$ cat config.mk
export PLATFORM = sky130hd
export DESIGN_NAME = puf_crp_controller
export DESIGN_NICKNAME = d
export VERILOG_FILES = /design/src/rtl/puf_crp_controller.sv
export SDC_FILE = /design/constraint.sdc
export NUM_CORES = 1
export LEC_CHECK = 0
export ABC_AREA = 1
export CAP_MARGIN = 5
export CORE_MARGIN = 1
export CORE_UTILIZATION = 35
export DETAILED_ROUTE_END_ITERATION = 10
export PLACE_DENSITY = 0.58
export SLEW_MARGIN = 20
export SYNTH_ARGS = -nofsm -noshare
export SYNTH_HDL_FRONTEND = slang
export SYNTH_SLANG_ARGS = --single-unit
export TNS_END_PERCENT = 30
$ cat constraint.sdc
create_clock -name clk -period 1.85 [get_ports clk]
set_input_delay 0.37 -clock clk [delete_from_list [all_inputs] [get_ports clk]]
set_output_delay 0.37 -clock clk [all_outputs]
set_load 0.01 [all_outputs]
$ cat src/rtl/puf_crp_controller.sv
// ----------------------------------------------------------------------------
// puf_crp_controller
//
// Initiator side of the XOR arbiter PUF array. For each request it walks an
// 8-bit LFSR challenge sequence. For every challenge it:
//   - resets the arbiter latches,
//   - launches the race edge,
//   - waits for the chains to settle,
//   - samples the XOR of the NUM_PUF synchronised arbiter responses.
// The resulting bits are shifted into a RESP_BITS-wide word. The finished
// word is handed to the host through a valid/ready handshake.
//
// Optional build macro: PUF_MAJ_VOTE_EN
//   When defined, every challenge is evaluated three times and the majority
//   of the three XOR samples is shifted in. The challenge advances only after
//   the third evaluation.
// ----------------------------------------------------------------------------
module puf_crp_controller #(
    parameter int RESP_BITS  = 16,
    parameter int NUM_PUF    = 3,
    parameter int RST_CYC    = 2,
    parameter int SETTLE_CYC = 8
) (
    input  logic                 clk,
    input  logic                 rst,
    input  logic                 start,
    input  logic [7:0]           seed,
    output logic                 busy,
    output logic [7:0]           CH,
    output logic                 mux_in,
    output logic                 puf_rst,
    input  logic [NUM_PUF-1:0]   RESP,
    output logic [RESP_BITS-1:0] resp_word,
    output logic                 resp_valid,
    input  logic                 resp_ready
);

    // Wait counter must cover the longer of the two timed phases.
    localparam int CYC_MAX = (RST_CYC > SETTLE_CYC) ? RST_CYC : SETTLE_CYC;
    localparam int CW      = (CYC_MAX < 2) ? 1 : $clog2(CYC_MAX + 1);
    localparam int BW      = $clog2(RESP_BITS + 1);

    typedef enum logic [2:0] {
        ST_IDLE   = 3'd0,
        ST_ARM    = 3'd1,
        ST_LAUNCH = 3'd2,
        ST_SETTLE = 3'd3,
        ST_SAMPLE = 3'd4,
        ST_DONE   = 3'd5
    } state_t;

    // Combine the raw arbiter responses into one PUF bit (XOR-arbiter construction).
    function automatic logic resp_bit_f(input logic [NUM_PUF-1:0] v);
        return ^v;
    endfunction

    // One step of the x^8+x^6+x^5+x^4+1 Fibonacci LFSR used for challenges.
    function automatic logic [7:0] lfsr_next_f(input logic [7:0] c);
        return {c[6:0], c[7] ^ c[5] ^ c[4] ^ c[3]};
    endfunction

`ifdef PUF_MAJ_VOTE_EN
    // Two-out-of-three majority used to vote the repeated evaluations.
    function automatic logic maj3_f(input logic a, input logic b, input logic c);
        return (a & b) | (a & c) | (b & c);
    endfunction
`endif

    state_t                 state_r;
    logic [7:0]             ch_r;
    logic                   mux_in_r;
    logic                   puf_rst_r;
    logic                   busy_r;
    logic                   resp_valid_r;
    logic [RESP_BITS-1:0]   resp_word_r;
    logic [CW-1:0]          cyc_cnt_r;
    logic [BW-1:0]          bit_cnt_r;
    logic [NUM_PUF-1:0]     resp_meta_r;
    logic [NUM_PUF-1:0]     resp_sync_r;
    logic                   sample_bit_s;
`ifdef PUF_MAJ_VOTE_EN
    logic [1:0]             eval_cnt_r;
    logic [1:0]             votes_r;
`endif

    assign sample_bit_s = resp_bit_f(resp_sync_r);

    assign busy       = busy_r;
    assign CH         = ch_r;
    assign mux_in     = mux_in_r;
    assign puf_rst    = puf_rst_r;
    assign resp_word  = resp_word_r;
    assign resp_valid = resp_valid_r;

    // Two-flop synchroniser for the asynchronous arbiter outputs.
    always_ff @(posedge clk or posedge rst) begin
        if (rst) begin
            resp_meta_r <= {NUM_PUF{1'b0}};
            resp_sync_r <= {NUM_PUF{1'b0}};
        end else begin
            resp_meta_r <= RESP;
            resp_sync_r <= resp_meta_r;
        end
    end

    // Challenge/response sequencer with registered arbiter and host outputs.
    always_ff @(posedge clk or posedge rst) begin
        if (rst) begin
            state_r      <= ST_IDLE;
            ch_r         <= 8'h00;
            mux_in_r     <= 1'b0;
            puf_rst_r    <= 1'b1;
            busy_r       <= 1'b0;
            resp_valid_r <= 1'b0;
            resp_word_r  <= {RESP_BITS{1'b0}};
            cyc_cnt_r    <= {CW{1'b0}};
            bit_cnt_r    <= {BW{1'b0}};
`ifdef PUF_MAJ_VOTE_EN
            eval_cnt_r   <= 2'd0;
            votes_r      <= 2'b00;
`endif
        end else begin
            case (state_r)
                ST_IDLE: begin
                    puf_rst_r    <= 1'b1;
                    mux_in_r     <= 1'b0;
                    resp_valid_r <= 1'b0;
                    if (start) begin
                        // An all-zero seed would lock the LFSR, so substitute 1.
                        ch_r        <= (seed == 8'h00) ? 8'h01 : seed;
                        bit_cnt_r   <= {BW{1'b0}};
                        cyc_cnt_r   <= {CW{1'b0}};
                        resp_word_r <= {RESP_BITS{1'b0}};
                        busy_r      <= 1'b1;
`ifdef PUF_MAJ_VOTE_EN
                        eval_cnt_r  <= 2'd0;
                        votes_r     <= 2'b00;
`endif
                        state_r     <= ST_ARM;
                    end else begin
                        busy_r  <= 1'b0;
                        state_r <= ST_IDLE;
                    end
                end

                ST_ARM: begin
                    // Hold the arbiter latches in reset before the race.
                    if (cyc_cnt_r == CW'(RST_CYC - 1)) begin
                        cyc_cnt_r <= {CW{1'b0}};
                        puf_rst_r <= 1'b0;
                        mux_in_r  <= 1'b1;
                        state_r   <= ST_LAUNCH;
                    end else begin
                        cyc_cnt_r <= cyc_cnt_r + CW'(1);
                        puf_rst_r <= 1'b1;
                        mux_in_r  <= 1'b0;
                        state_r   <= ST_ARM;
                    end
                end

                ST_LAUNCH: begin
                    puf_rst_r <= 1'b0;
                    mux_in_r  <= 1'b1;
                    cyc_cnt_r <= {CW{1'b0}};
                    state_r   <= ST_SETTLE;
                end

                ST_SETTLE: begin
                    // Keep the race edge applied while the chains settle.
                    puf_rst_r <= 1'b0;
                    mux_in_r  <= 1'b1;
                    if (cyc_cnt_r == CW'(SETTLE_CYC - 1)) begin
                        cyc_cnt_r <= {CW{1'b0}};
                        state_r   <= ST_SAMPLE;
                    end else begin
                        cyc_cnt_r <= cyc_cnt_r + CW'(1);
                        state_r   <= ST_SETTLE;
                    end
                end

                ST_SAMPLE: begin
                    // Leaving SAMPLE always re-arms; CH only moves on this edge,
                    // together with mux_in falling.
                    puf_rst_r <= 1'b1;
                    mux_in_r  <= 1'b0;
                    cyc_cnt_r <= {CW{1'b0}};
`ifdef PUF_MAJ_VOTE_EN
                    if (eval_cnt_r == 2'd2) begin
                        resp_word_r <= {resp_word_r[RESP_BITS-2:0],
                                        maj3_f(votes_r[0], votes_r[1], sample_bit_s)};
                        ch_r        <= lfsr_next_f(ch_r);
                        bit_cnt_r   <= bit_cnt_r + BW'(1);
                        eval_cnt_r  <= 2'd0;
                        if (bit_cnt_r == BW'(RESP_BITS - 1)) begin
                            resp_valid_r <= 1'b1;
                            state_r      <= ST_DONE;
                        end else begin
                            state_r <= ST_ARM;
                        end
                    end else begin
                        votes_r[eval_cnt_r[0]] <= sample_bit_s;
                        eval_cnt_r             <= eval_cnt_r + 2'd1;
                        state_r                <= ST_ARM;
                    end
`else
                    resp_word_r <= {resp_word_r[RESP_BITS-2:0], sample_bit_s};
                    ch_r        <= lfsr_next_f(ch_r);
                    bit_cnt_r   <= bit_cnt_r + BW'(1);
                    if (bit_cnt_r == BW'(RESP_BITS - 1)) begin
                        resp_valid_r <= 1'b1;
                        state_r      <= ST_DONE;
                    end else begin
                        state_r <= ST_ARM;
                    end
`endif
                end

                ST_DONE: begin
                    // Word and challenge are frozen until the host takes the word.
                    puf_rst_r <= 1'b1;
                    mux_in_r  <= 1'b0;
                    if (resp_valid_r && resp_ready) begin
                        resp_valid_r <= 1'b0;
                        busy_r       <= 1'b0;
                        state_r      <= ST_IDLE;
                    end else begin
                        resp_valid_r <= 1'b1;
                        busy_r       <= 1'b1;
                        state_r      <= ST_DONE;
                    end
                end

                default: begin
                    // Illegal encoding: fall back to the safe idle condition.
                    state_r      <= ST_IDLE;
                    puf_rst_r    <= 1'b1;
                    mux_in_r     <= 1'b0;
                    busy_r       <= 1'b0;
                    resp_valid_r <= 1'b0;
                    cyc_cnt_r    <= {CW{1'b0}};
                end
            endcase
        end
    end

endmodule

# Word-level counts from Yosys, hierarchy flattened
# Cells that the tools add are included.
word_totals:
  regBits: 46
  inputBits: 15
  output_inout_bits: 28
  wordCells: 65
classes:
  eq_ne: 10
  add_sub_neg: 2
  mux: 26
  bitwise: 5
  n_reduce_logical: 11
op_table:
  columns: ["operator", "count"]
  rows:
  - ["$pmux W16 S2", 1]
  - ["$pmux W3 S6", 1]
  - ["$mux W16", 1]
  - ["$mux W8", 2]
  - ["$pmux W4 S4", 1]
  - ["$pmux W8 S2", 1]
  - ["$mux W4", 3]
  - ["$pmux W5 S2", 1]
  - ["$mux W3", 3]
  - ["$logic_not A8 Y1", 1]
  - ["$eq A3 B2 Y1 const B", 2]
  - ["$eq A3 B3 Y1 const B", 2]
  - ["$mux W1", 6]
  - ["$pmux W1 S3", 2]
  - ["$reduce_and A2 Y1", 3]
  - ["$add A5 B1 Y5 const B", 1]
  - ["$eq A5 B4 Y1 const B", 1]
  - ["$mux W5", 1]
  - ["$add A4 B1 Y4 const B", 1]
  - ["$eq A4 B1 Y1 const B", 1]
  - ["$eq A4 B3 Y1 const B", 1]
  - ["$ne A2 B2 Y1 const B", 2]
  - ["$pmux W1 S2", 2]
  - ["$reduce_or A4 Y1", 1]
  - ["other kinds (10)", 13]

# Longest topological paths before layout
depth:
  ltp_word: 4
  depth_mapped: 7
  mapped_depth_nobuf: 7

# Worst setup path before layout
# OpenSTA, ideal clock, no wires.
synth_timing:
  path_type: "register -> register"
  start: "reg bit_cnt_r[0]"
  end: "reg resp_valid_r, in the netlist resp_valid"
  period_less_slack_ns: 1.278
  arrival_time_ns: 1.160
  path_stages_with_launch: 8
  path_slack_ns: 0.572
  path_buffers: 0
  setup_time_ns: 0.118
  required_ns: 1.732
  cell_sequence: "dfrtp_1 ha_1 nand2_1 nor2_1 ha_1 o21ai_1 or2_1 nand2_1"
synth_between:
  elab_chain_cells: 3
synth_rtl:
  columns: ["element", "line", "text"]
  rows:
  - ["start: declaration", "77", "logic [BW-1:0] bit_cnt_r;"]
  - ["start signal: assignment", "117", "bit_cnt_r <= {BW{1'b0}};"]
  - ["start signal: assignment", "131", "bit_cnt_r <= {BW{1'b0}};"]
  - ["start signal: assignment", "208", "bit_cnt_r <= bit_cnt_r + BW'(1);"]
  - ["$eq A5 B4 Y1", "209", "if (bit_cnt_r == BW'(RESP_BITS - 1)) begin"]
  - ["$ne A2 B2 Y1 (no source line)", null, null]
  - ["$reduce_and A2 Y1 (no source line)", null, null]
  - ["end signal: assignment", "210", "resp_valid_r <= 1'b1;"]
  - ["end signal: assignment", "223", "resp_valid_r <= 1'b0;"]
  - ["end signal: assignment", "227", "resp_valid_r <= 1'b1;"]
  - ["end: declaration", "74", "logic resp_valid_r;"]
# No other way between the ends.
# A chain may end at the register's enable or synchronous reset.

# Worst setup path in the final report
layout_timing:
  start: "reg puf_rst_r, in the netlist puf_rst"
  end: "out puf_rst"
layout_rtl:
  columns: ["element", "line", "text"]
  rows:
  - ["start: declaration", "72", "logic puf_rst_r;"]
  - ["start signal: assignment", "112", "puf_rst_r <= 1'b1;"]
  - ["start signal: assignment", "125", "puf_rst_r <= 1'b1;"]
  - ["start signal: assignment", "150", "puf_rst_r <= 1'b0;"]
  - ["end: declaration", "31", "output logic puf_rst,"]
# No word-level cell between the ends.

==> metrics.csv <==
metric;value;unit
Num CTS Buffers;5;
Syn Area/Cell;9.01;µm²
# Post-CTS Setup Buffers;0;
Clock Pin Slew Worst Setup and Hold Paths;0.09;ns
worst hold stages;0;
layout cells sized above 1;10.1;%
GRT overflow;0;
CTS tree;done;
Storage cell area;1150;µm²
WL final;4020;µm
via/cell ratio;4.56;
HP Start;resp_meta_r[2]$_DFF_PP0_;
final cycle utilization of the critical path;92.3;%
post_cts resized;0;
I/O pin count;43;
internal power;0.00209;W
clock share of power;24.0;%
CP startpoint;puf_rst$_DFF_PP1_;
Root Buffer;clkbuf_8;
PD cells;1180;nW/µm²
reg2reg setup slack;0.42;ns
FMAX;586;MHz
commonest non-fill, non-tap cells in the layout;nand2_1 (60), dfrtp_1 (45), clkdlybuf4s50_1 (42), inv_1 (32), o22ai_1 (17);
die span in y;79.0;µm
vias;1593;
H-tree depth;2;
Seq pwr share;43.9;%
final worst slack;0.142;ns
vias in the first global route;1553;
synth-to-layout area growth;29.0;%
Final setup viols;0;
R2R depth;7;
Detailed Route Iter0 Violations;96;
P_sw;0.00107;W
CP Max Fanout;1;
setup repair after global routing missed its margin;false;
port buffer count;42;
GR Util All Layers;14.3;%
Switching Share;33.8;%
Syn Nets;249;
Comb pwr share;32.1;%
die width;79.0;µm
nets@finish;295;
slowest stage delay, CP;0.52;ns
Post-Route Utilization;47.7;%
Async SR Flop Fraction;100;%
dpl cell area;2560;µm²
DIE AREA;6240;µm²
Synth Area in Compound Gates;12.6;%
register area share after synthesis;55.6;%
first-pass GRT wire length;6980;µm
Rows;27;
status;finished, final reports clean;
post-route minimum period;1.71;ns
critical setup path kind;reg2out;
Top FF cell, synth;dfrtp_1;
commonest non-fill, non-tap cell in the layout;nand2_1;
main combinational cell family by area after synthesis;simple AND/OR/NAND/NOR gates;
max_cap viols;0;
clock latency on the worst-skew pair;0.30;ns
Setup crit end kind;output port;
Power Total;0.00316;W
ANT cells;0;
CTS Hold Bufs;0;
CP max stage cell;dfstp_2;
setup tns final;0;ns
DR WL/cell;11.5;µm
worst slack, placed;0.327;ns
share of the synthesized area in the top cell type;54.3;%
final instance area;2670;µm²
Multi-input gate area;728;µm²
Reg2Reg Capture Point;resp_valid$_DFFE_PP0P_;
top post-synthesis cells by area;dfrtp_1 (54%), nand2_1 (11%), inv_1 (6.0%);
initial antenna violation count;0;
Pleak;1.24;nW
pin count of the biggest net entering global routing;31;
CP startpoint kind;flip-flop;
Synth Area in Adders;2.41;%
Final Skew;0.0104;ns
clock sinks;46;
worst vdd ir;0.574;mV
min-delay worst type;reg2reg;
number of synthesized register bits;46;
Worst EP required;1.48;ns
Longest Clk Path Bufs;2;
post-synthesis mux area share;0;%
synthesized area;2070;µm²
critical path arrival;1.34;ns
worst reg2reg startpoint;bit_cnt_r[0]$_DFFE_PP0P_;
dpl hpwl;2920;µm
YS warnings;0;
area of the core;5610;µm²
Setup crit end;puf_rst;
logic depth of the worst path, buffers included;1;
Final Slew Violations;0;
Netlist cell types;27;
Syn Inst Count;230;
layout filler cell count;558;
final hold violations;0;
CP cell instances;clkdlybuf4s50_1;
Simple-Gate Fraction of Synth Area;19.3;%
number of synthesized flops with an enable pin;0;
XOR/XNOR Fraction of Synth Area;0.845;%
delay-heaviest family, CP;flip-flops;
Yosys top cell by area;dfrtp_1;
number of nets with antenna violations after routing;0;
GPL Wtd Cong;0.839;
First-pass DRT Iterations;4;
worst rel slew slack;73.9;%
drc violations;0;
measured slew at the worst slew-check pin;0.391;ns
Worst Path Buf+Inv;1;
Initial Util;37.0;%
cells by family after synthesis:
group                      Yosys count
and+or+nand+nor                     92
DFF                                 46
AOI/OAI and AO/OA                   44
buffers and inverters               42
adders and majority gates            4
xor gates and xnor gates             2
sequential cells by signal, indices dropped and copies added (netlist names):
register and count:
cyc_cnt_r 4, puf_rst 1, mux_in 1, resp_valid 1, resp_word 16, busy 1, resp_sync_r 3, bit_cnt_r 5
CH 8, state_r 3, resp_meta_r 3
power by group through the flow:
stage               Clock, W  Sequential, W  Combinational (W)
global route        0.000826        0.00141            0.00116
floorplan                  0        0.00143           0.000593
CTS                 0.000787        0.00139            0.00104
detailed placement         0        0.00141            0.00103
global placement           0        0.00140            0.00102
finish              0.000757        0.00138            0.00101
stage by stage:
step	std cells	hold slack [ns]
4_1_cts	349	0.350
5_1_grt	349	0.362
3_3_place_gp	341	0.332
6_report	349	0.345
2_1_floorplan	230	0.331
3_5_place_dp	341	0.337
metal layers:
layer | GRT usage, % | vias to the layer above | routed length, µm | part of all wire [%]
li1 | - | 827 | - | -
met4 | 5.45 | 0 | 55 | 1.4
met5 | 0 | - | 0 | 0
met2 | 23.1 | 30 | 1830 | 45
met3 | 3.22 | 5 | 154 | 3.8
met1 | 18.7 | 731 | 1980 | 49
final cells by class:
cell class	instances	share of cell area [%]
flip-flops and latches	46	43.1
multi-input cells	142	27.2
repair buffers	45	17.0
inverters	36	5.05
well taps	72	3.37
clock buffers	5	2.57
clock inverters	3	1.64
cells in the mapped netlist (2+ instances only):
cell type and n:
nand3_1 14, xor2_1 2, ha_1 4, nand2_2 2, dfrtp_1 45, nor2_1 7, o22ai_1 17, nand2_1 60
inv_1 33, o21ai_0 10, inv_2 3, buf_6 4, nor2_2 2, o21ai_2 4, o21ai_1 11
worst min path at each step:
stage	endpoint	slack, ns
finish	resp_sync_r[2]$_DFF_PP0_	0.34
global route	resp_sync_r[0]$_DFF_PP0_	0.36
CTS	resp_sync_r[2]$_DFF_PP0_	0.35
detailed placement	resp_sync_r[1]$_DFF_PP0_	0.34
global placement	resp_sync_r[1]$_DFF_PP0_	0.33
floorplan	resp_sync_r[0]$_DFF_PP0_	0.33
Power figures use the tool's default switching activity.
